### src/rtl/logic_sweep_unit.sv
// Exhaustive truth-table generator: streams op(a, b) for every operand pair
// over valid/ready and accumulates the total number of 1-bits produced.
module logic_sweep_unit #(
  parameter  int WIDTH  = 2,
  localparam int CNT_W  = 2 * WIDTH,
  localparam int POP_W  = $clog2(WIDTH + 1),
  localparam int ONES_W = CNT_W + POP_W
) (
  input  logic              clk,
  input  logic              rst_n,
  input  logic              start,
  input  logic [2:0]        op,
  input  logic              out_ready,
  output logic              out_valid,
  output logic [WIDTH-1:0]  out_a,
  output logic [WIDTH-1:0]  out_b,
  output logic [WIDTH-1:0]  out_y,
  output logic              busy,
  output logic              done,
  output logic [ONES_W-1:0] ones_count
);

  typedef enum logic [1:0] {
    ST_IDLE,
    ST_RUN,
    ST_DONE
  } state_t;

  state_t             state_reg, state_next;
  logic [CNT_W-1:0]   cnt_reg, cnt_next;
  logic [2:0]         op_reg, op_next;
  logic [ONES_W-1:0]  ones_reg, ones_next;
  logic [POP_W-1:0]   pop_y;

  always_ff @(posedge clk or negedge rst_n) begin
    if (!rst_n) begin
      state_reg <= ST_IDLE;
      cnt_reg   <= '0;
      op_reg    <= '0;
      ones_reg  <= '0;
    end else begin
      state_reg <= state_next;
      cnt_reg   <= cnt_next;
      op_reg    <= op_next;
      ones_reg  <= ones_next;
    end
  end

  assign out_a = cnt_reg[CNT_W-1:WIDTH];
  assign out_b = cnt_reg[WIDTH-1:0];

  // One bit-slice per operand bit; op_reg selects the 2-input function.
  generate
    for (genvar gi = 0; gi < WIDTH; gi++) begin : g_bit
      always_comb begin
        unique case (op_reg)
          3'd0:    out_y[gi] = out_a[gi] & out_b[gi];
          3'd1:    out_y[gi] = out_a[gi] | out_b[gi];
          3'd2:    out_y[gi] = ~(out_a[gi] & out_b[gi]);
          3'd3:    out_y[gi] = ~(out_a[gi] | out_b[gi]);
          3'd4:    out_y[gi] = out_a[gi] ^ out_b[gi];
          3'd5:    out_y[gi] = ~(out_a[gi] ^ out_b[gi]);
          3'd6:    out_y[gi] = ~out_a[gi] | out_b[gi];
          default: out_y[gi] = out_a[gi] & ~out_b[gi];
        endcase
      end
    end
  endgenerate

  always_comb begin
    pop_y = '0;
    for (int i = 0; i < WIDTH; i++) begin
      pop_y = pop_y + POP_W'(out_y[i]);
    end
  end

  always_comb begin
    state_next = state_reg;
    cnt_next   = cnt_reg;
    op_next    = op_reg;
    ones_next  = ones_reg;
    unique case (state_reg)
      ST_IDLE: begin
        if (start) begin
          op_next    = op;
          cnt_next   = '0;
          ones_next  = '0;
          state_next = ST_RUN;
        end
      end
      ST_RUN: begin
        if (out_ready) begin
          ones_next = ones_reg + ONES_W'(pop_y);
          // The terminal combination exits instead of wrapping the counter.
          if (cnt_reg == {CNT_W{1'b1}}) begin
            state_next = ST_DONE;
          end else begin
            cnt_next = cnt_reg + 1'b1;
          end
        end
      end
      ST_DONE: begin
        state_next = ST_IDLE;
      end
      default: begin
        state_next = ST_IDLE;
      end
    endcase
  end

  assign out_valid  = (state_reg == ST_RUN);
  assign busy       = (state_reg != ST_IDLE);
  assign done       = (state_reg == ST_DONE);
  assign ones_count = ones_reg;

endmodule
### config.mk
export PLATFORM = sky130hd
export DESIGN_NAME = logic_sweep_unit
export DESIGN_NICKNAME = d
export VERILOG_FILES = /design/src/rtl/logic_sweep_unit.sv
export SDC_FILE = /design/constraint.sdc
export NUM_CORES = 1
export LEC_CHECK = 0
export ABC_CLOCK_PERIOD_IN_PS = 5170
export CAP_MARGIN = 25
export CORE_MARGIN = 2
export CORE_UTILIZATION = 65
export CTS_CLUSTER_DIAMETER = 120
export DETAILED_ROUTE_END_ITERATION = 8
export DONT_BUFFER_PORTS = 1
export GPL_TIMING_DRIVEN = 0
export PLACE_DENSITY = 0.85
export RECOVER_POWER = 50
export SLEW_MARGIN = 10
export SYNTH_ARGS = -nofsm -noshare
export SYNTH_HDL_FRONTEND = slang
export SYNTH_SLANG_ARGS = --single-unit
### constraint.sdc
create_clock -name clk -period 5.17 [get_ports clk]
set_input_delay 0.7755 -clock clk [delete_from_list [all_inputs] [get_ports clk]]
set_output_delay 0.7755 -clock clk [all_outputs]
set_load 0.02 [all_outputs]
# Yosys cells after proc, flatten, opt, wreduce, memory -nomap -nowiden
# Index checks and enable logic that the tools add are counted.
[totals]
reg_bits = 15
in_bits = 7
output_inout_bits = 15
elab_cells = 61
[op_classes]
add_sub_neg = 3
eq_ne = 13
muxes = 13
bitwise = 20
n_reduce_logical = 8
[ops]
columns = ["operator", "count"]
rows = [
  ["$pmux W1 S7", 2],
  ["$mux W4", 3],
  ["$mux W6", 2],
  ["$pmux W6 S2", 1],
  ["$not A1 Y1", 10],
  ["$eq A3 B3 Y1 const B", 3],
  ["$pmux W4 S2", 1],
  ["$add A6 B2 Y6", 1],
  ["$eq A3 B2 Y1 const B", 2],
  ["$mux W2", 3],
  ["$ne A2 B2 Y1 const B", 3],
  ["$reduce_and A3 Y1", 2],
  ["$add A4 B1 Y4 const B", 1],
  ["$and A1 B1 Y1", 4],
  ["$eq A4 B4 Y1 const B", 1],
  ["$or A1 B1 Y1", 4],
  ["$pmux W2 S2", 1],
  ["$reduce_and A4 Y1", 1],
  ["$reduce_bool A2 Y1", 2],
  ["$eq A3 B1 Y1 const B", 1],
  ["$logic_not A3 Y1", 1],
  ["$add A1 B1 Y2", 1],
  ["$eq A2 B1 Y1 const B", 1],
  ["$eq A2 B2 Y1 const B", 1],
  ["other kinds (4)", 5],
]

# Depth between registers and ports, before layout
# Gate-level depths: netlist (run 1).
[depth]
depth_word = 7
ltp_mapped = 12
mapped_depth_nobuf = 12

# Worst setup path before layout (run 1)
# OpenSTA, ideal clock, no wires.
[synth_path]
kind = "flip-flop to flip-flop"
start = "register cnt_reg[3]"
end = "register ones_reg[5], in the netlist ones_count[5]"
setup_ns = 0.077
t_arrival_ns = 2.769
required_ns = 5.093
setup_slack_ns = 2.324
path_stages_with_launch = 9
n_path_buf = 0
synth_period_minus_slack_ns = 2.846
cell_sequence = "dfrtp_1 ha_1 or4b_1 o21ai_0 a2bb2oi_1 fa_1 nand3_1 or4_1 a21oi_1"
[synth_via]
elab_chain_cells = 7
word_cells_on_any_way = 14
cone_classes = "add/sub (2); mux (3); bitwise (9)"
[synth_lines]
columns = ["element", "line_no", "rtl"]
rows = [
  ["start, declared", "30", "logic [CNT_W-1:0] cnt_reg, cnt_next;"],
  ["start signal, assigned", "43", "cnt_reg <= cnt_next;"],
  ["$not A1 Y1 (tied with other cells)", "63", "3'd6: out_y[gi] = ~out_a[gi] | out_b[gi];"],
  ["$or A1 B1 Y1 (tied with other cells)", "63", ""],
  ["$pmux W1 S7 (*)", "56", "unique case (op_reg)"],
  ["net out_y[1]", "17", "output logic [WIDTH-1:0] out_y,"],
  ["$add A1 B1 Y2 (*)", "73", "pop_y = pop_y + POP_W'(out_y[i]);"],
  ["$add A6 B2 Y6 (*)", "93", "ones_next = ones_reg + ONES_W'(pop_y);"],
  ["$mux W6 (*)", "92", "if (out_ready) begin"],
  ["$pmux W6 S2 (*)", "82", "unique case (state_reg)"],
  ["end signal, assigned", "45", "ones_reg <= ones_next;"],
  ["end, declared", "32", "logic [ONES_W-1:0] ones_reg, ones_next;"],
]
# The timed path passes the listed nets; every way through them passes the cells marked *. The select of a mux whose other input is x is not followed.
# A chain may end at the register's enable or synchronous reset.

# Final worst setup path (run 1)
[layout_path]
start = "register cnt_reg[1]"
end = "register ones_reg[5], in the netlist ones_count[5]"
[layout_via]
elab_chain_cells = 7
word_cells_on_any_way = 14
cone_classes = "add/sub (2); mux (3); bitwise (9)"
[layout_lines]
columns = ["element", "line_no", "rtl"]
rows = [
  ["$not A1 Y1 (tied with other cells)", "64", "default: out_y[gi] = out_a[gi] & ~out_b[gi];"],
  ["$and A1 B1 Y1 (tied with other cells)", "64", ""],
  ["$pmux W1 S7 (*)", "56", ""],
  ["net out_y[1]", "17", ""],
  ["$add A1 B1 Y2 (*)", "73", ""],
  ["$add A6 B2 Y6 (*)", "93", ""],
  ["$mux W6 (*)", "92", ""],
  ["$pmux W6 S2 (*)", "82", ""],
]
# Marks and branches as above.

==> results of run 1 <==
-- worst paths after layout --
path	slack, ps	cells after the start	from	endpoint
max in group asynchronous	4910	0	rst_n	state_reg[1]$_DFFE_PN0P_
max reg2reg	2030	10	cnt_reg[1]$_DFFE_PN0P_	ones_count[5]$_DFFE_PN0P_
max	2030	10	cnt_reg[1]$_DFFE_PN0P_	ones_count[5]$_DFFE_PN0P_
min reg2reg	560	1	state_reg[1]$_DFFE_PN0P_	state_reg[0]$_DFFE_PN0P_
min	190	0	rst_n	op_reg[1]$_DFFE_PN0P_
min in group clk	560	1	state_reg[1]$_DFFE_PN0P_	state_reg[0]$_DFFE_PN0P_
-- cells by family after synthesis --
logic type	after synthesis
compound gates	21
flops	15
xor+xnor	4
simple gates	31
fa+ha+maj	9
buf+inv	14
mux	7
-- placed cells by master (no fill, tap or decap), types with 2 or more instances in the layout --
| master | count |
|---|---|
| mux2_2 | 3 |
| o21ai_0 | 2 |
| a21oi_1 | 7 |
| nand3_1 | 3 |
| clkbuf_4 | 3 |
| nor2b_1 | 2 |
| xnor2_1 | 3 |
| ha_1 | 8 |
| a32o_1 | 2 |
| nand2_1 | 5 |
| nand2b_1 | 2 |
| o22ai_1 | 3 |
| nor2_1 | 8 |
| clkbuf_1 | 4 |
| nor3b_1 | 2 |
| mux2i_1 | 3 |
| inv_1 | 10 |
| dfrtp_1 | 15 |
-- critical path, stage by stage, from the launching register on --
cell and delay, ps:
dfrtp_1 540, inv_1 140, ha_1 320, xor2_1 190, a21oi_1 90, nor2_1 100
a2bb2oi_1 570, fa_1 320, nand3_1 140, or4_1 490, a21oi_1 160
-- report_power, final --
group	internal [mW]	leakage, nW	switching [mW]	total [mW]
logic	0.187	0.256	0.247	0.434
clock network	0.0298	0.0150	0.0341	0.0639
registers	0.169	0.184	0.113	0.282
total	0.386	0.455	0.393	0.780
-- per-layer routing --
layer / track usage, % / vias up / share of wire [%]
met3: 4.68 / 0 / 5.7
met1: 24.3 / 344 / 45
li1: - / 362 / -
met2: 36.1 / 18 / 49
met5: 0 / - / 0
met4: 3.64 / 0 / 0
-- final cells by class --
cell class	instances	area (um^2)	area share [%]
flip-flops and latches	15	375	36.9
well taps	16	20.0	1.97
plain buffers	3	11.3	1.11
clock buffers	4	26.3	2.58
inverters	11	42.5	4.18
multi-input cells	72	542	53.3
-- stage by stage --
stage          utilization [%]  cell area [um^2]  cells  setup WS, ps
5_1_grt                   69.1              1020    121          1850
6_report                  69.1              1020    121          2030
4_1_cts                   70.4              1040    121          2010
3_3_place_gp              68.6              1010    117          2130
2_1_floorplan                -               990    101          2320
3_5_place_dp              68.6              1010    117          2030
==> flow_summary.yaml, run 1 <==
run_status:
  status: "completed"
clock_network:
  clk_pin_slew_ps: 90
  cts_setup_buffers: 0
  cts.htree.levels: 1
  cts-resized-gates: 0
  postCtsHoldBufs: 0
  clkSinkCount: 15
  cts_max_path_buffers: 2
  insertion_delay_ps: 270
  cts-root-buf: "clkbuf_4"
  cts_buffers: 3
  cts_tree: "done"
final_layout:
  nNetsFinal: 122
  layout-drive-gt1-share_pct: 10.5
  num_antenna_cells: 0
  fill_cells: 112
  largest_register_ffs: 6
  synthToLayoutAreaGrowth_pct: 2.78
setup_path:
  worstPathArrival_ps: 3340
  cp.required_ps: 5370
  critPathMaxFanout: 5
  start_kind: "flop"
  critPathKind: "reg2reg"
  critPathCaptureType: "flop"
pwr:
  ir_drop_uv: 438
  total_power_uw: 780
  power_density_mw_per_mm2: 767
  p_leak_nw: 0.455
yosys:
  synth_edf_count: 0
  synthTopCellsByArea: "dfrtp_1 38%, ha_1 10%, inv_1 3.8%"
  yosys.cell_types.count: 39
  syn_area_per_cell_um2: 9.80
  synth_top_cell_area_share_pct: 37.9
  muxShareOfSynthArea_pct: 7.59
  syn_area_um2: 990
  yosysSeqAreaShare_pct: 37.9
  synth_common_cells: "15 x dfrtp_1, 10 x inv_1, 8 x ha_1, 8 x nor2_1, 7 x a21oi_1"
  synth_top_family_by_area: "simple AND/OR/NAND/NOR gates"
  synthAdderAreaFrac_pct: 12.1
  synth-seq-cells: 15
  yosysMostFrequentCell: "dfrtp_1"
  synthCells: 101
  synth_simple_gate_area_share_pct: 18.3
  ys.flop_type: "dfrtp_1"
  ys_warn_count: 0
  synth-async-reset-ratio_pct: 100
  synth_compound_area_share_pct: 14.3
  synth_xor_area_share_pct: 3.54
  yosys.area.top_type: "dfrtp_1"
  syn_nets: 117
grt:
  grt_pass1_vias: 706
  grt-ovfl-total: 0
  grt_use_total_pct: 20.0
  grt_max_degree: 16
  antenna_found_initial: 0
  grt_pass1_wl_um: 2840
sta:
  fin_crit_ps: 3140
  relSlewSlack_pct: 35.1
  rsz0062_at_grt: "no"
  final_hold_viol_count: 0
  setup_viol: 0
  timing.hold.ws_ps: 187
  worst-slew-pin-transition_ps: 971
  slew_violations: 0
  fin_skew_ps: 2.71
  fmax_mhz: 318
  fin_crit_sh_pct: 60.8
  setup-tns-final_ps: 0
route:
  vias: 724
  antenna_left: 0
  dr.pass1.iters: 4
  drc: 0
  drtIter0Drc: 8
  avgViaCountPerCell: 5.98
  finalWirelength_um: 1740
  drt-wirelength-per-cell_um: 14.4
die:
  fp-row-count: 14
  initial_core_util_pct: 67.3
  core_area_mm2: 0.00147
  die_w_um: 43.0
  io_pins: 22
  die_h_um: 43.0
  die-area_mm2: 0.00185
worst_hold_path:
  worstHoldPathType: "in2async"
placed_design:
  place_hpwl_um: 1370
  portBuffers: 0
  gp_congestion: 0.749
job:
  cap_violations: 0
No activity file was read; power rests on OpenSTA's default activity.
==> inputs of run 2 (changes only) <==
Settings changed: ABC_CLOCK_PERIOD_IN_PS 5170 to 2900, CORE_UTILIZATION 65 to 61, PLACE_DENSITY 0.85 to 0.81.
Clock period 5.17 ns to 2.9 ns, I/O delays scaled along.
==> flow_summary.yaml, run 2 (synthesis results as in run 1) <==
final_layout:
  synthToLayoutAreaGrowth_pct: 8.98
  layout-drive-gt1-share_pct: 19.8
  num_antenna_cells: 0
  layout_commonest_cell: "dfrtp_1"
  mostFrequentLayoutCells: "11 x dfrtp_1, 10 x inv_1, 8 x ha_1, 7 x nor2_1, 7 x a21oi_1"
  largest_register_ffs: 6
  final_util_pct: 71.6
  design_area_mm2: 0.00108
  nNetsFinal: 123
  fill_cells: 118
route:
  drtIter0Drc: 13
  vias: 749
  dr.pass1.iters: 7
  antenna_left: 0
  drc: 0
  drt-wirelength-per-cell_um: 14.9
  finalWirelength_um: 1820
  avgViaCountPerCell: 6.14
worst_hold_path:
  worstHoldPathType: "in2reg"
clock_network:
  cts_tree: "done"
  cts.htree.levels: 1
  cts_max_path_buffers: 2
  clkSinkCount: 15
  cts_buffers: 3
  cts_setup_buffers: 0
  clk_pin_slew_ps: 80
  insertion_delay_ps: 280
  cts-root-buf: "clkbuf_4"
placed_design:
  postPlaceCellArea_mm2: 0.00101
  gp_congestion: 0.771
  place_hpwl_um: 1370
  portBuffers: 0
setup_path:
  start_kind: "flop"
  cp.required_ps: 3110
  critPathCaptureType: "flop"
  critPathMaxFanout: 6
  worstPathArrival_ps: 2920
  critPathKind: "reg2reg"
sta:
  fin_skew_ps: 1.21
  setup-tns-final_ps: 0
  slew_violations: 0
  worst-slew-pin-transition_ps: 662
  rsz0062_at_grt: "no"
  fin_crit_sh_pct: 93.6
  relSlewSlack_pct: 55.7
  final_hold_viol_count: 0
  fin_crit_ps: 2710
  setup_viol: 0
  fmax_mhz: 368
grt:
  grt_use_total_pct: 20.8
  grt_pass1_vias: 655
  grt_max_degree: 16
  antenna_found_initial: 0
  grt-ovfl-total: 0
  grt_pass1_wl_um: 2990
job:
  cap_violations: 0
run_status:
  status: "completed"
die:
  initial_core_util_pct: 65.7
  die_h_um: 44.3
  core_area_mm2: 0.00151
  die_w_um: 44.3
  fp-row-count: 14
  die-area_mm2: 0.00196
  io_pins: 22
[run 2: changes by cell type in the layout (fill, tap and decap cells not counted), sizes merged]
cell | previous run | this run
dlygate4sd3 | 0 | 1
buf | 0 | 1
clkbuf | 7 | 6
[run 2: per-stage QoR]
stage | setup WS, ps | hold WS [ps] | std cells
after global placement | -172 | 140 | 117
after floorplan | 53.5 | 139 | 101
final | 186 | 243 | 122
after CTS | 49.3 | 238 | 122
after detailed placement | -255 | 140 | 117
after global routing | 18.3 | 236 | 122
[run 2: layout make-up]
| class | instances | area (um^2) | area share (%) |
|---|---|---|---|
| multi-input combinational | 72 | 581 | 53.8 |
| sequential | 15 | 380 | 35.3 |
| tap | 16 | 20.0 | 1.86 |
| inverter | 11 | 42.5 | 3.94 |
| timing repair buffer | 1 | 10.0 | 0.928 |
| clock buffer | 4 | 26.3 | 2.44 |
| buffer | 3 | 18.8 | 1.74 |
[run 2: layer usage]
layer  part of all wire (%)  track usage, %  wire length [um]  up-vias
met2                     49            33.2               889       24
li1                       -               -                 -      368
met3                    7.1            10.6               129        2
met5                      0               0                 0        -
met4                   0.55            3.64                10        0
met1                     44            25.7               793      355
[run 2: path summary, 6_finish.rpt]
check	startpoint	end	slack (ps)	cells after the start
setup / recovery	cnt_reg[3]$_DFFE_PN0P_	ones_count[5]$_DFFE_PN0P_	190	10
hold / removal	out_ready	state_reg[0]$_DFFE_PN0P_	240	1
setup reg to reg	cnt_reg[3]$_DFFE_PN0P_	ones_count[5]$_DFFE_PN0P_	190	10
hold reg to reg	state_reg[1]$_DFFE_PN0P_	state_reg[0]$_DFFE_PN0P_	570	1
max in group asynchronous	rst_n	cnt_reg[1]$_DFFE_PN0P_	1810	1
min in group asynchronous	rst_n	ones_count[3]$_DFFE_PN0P_	620	1
[run 2: what timing repair did]
action / 4_1_cts / 5_1_grt
hold buffers: 1 / 0
pin swaps: 0 / 1
resized for setup: 4 / 6
endpoints found under the setup margin: 3 / 2
hold endpoints to repair: 15 / 0
[run 2: critical path, stage by stage (launching register included)]
cell and delay [ps]:
dfrtp_2 480, inv_1 100, ha_1 310, xor2_1 180
a21oi_1 120, nor2_2 150, a2bb2oi_4 270, fa_1 250
nand3_1 140, or4_1 490, a21oi_1 150
Power of run 2 is left out: the tool's default activity adds up to more than one toggle a clock period on the data nets, which glitch-free logic cannot reach.
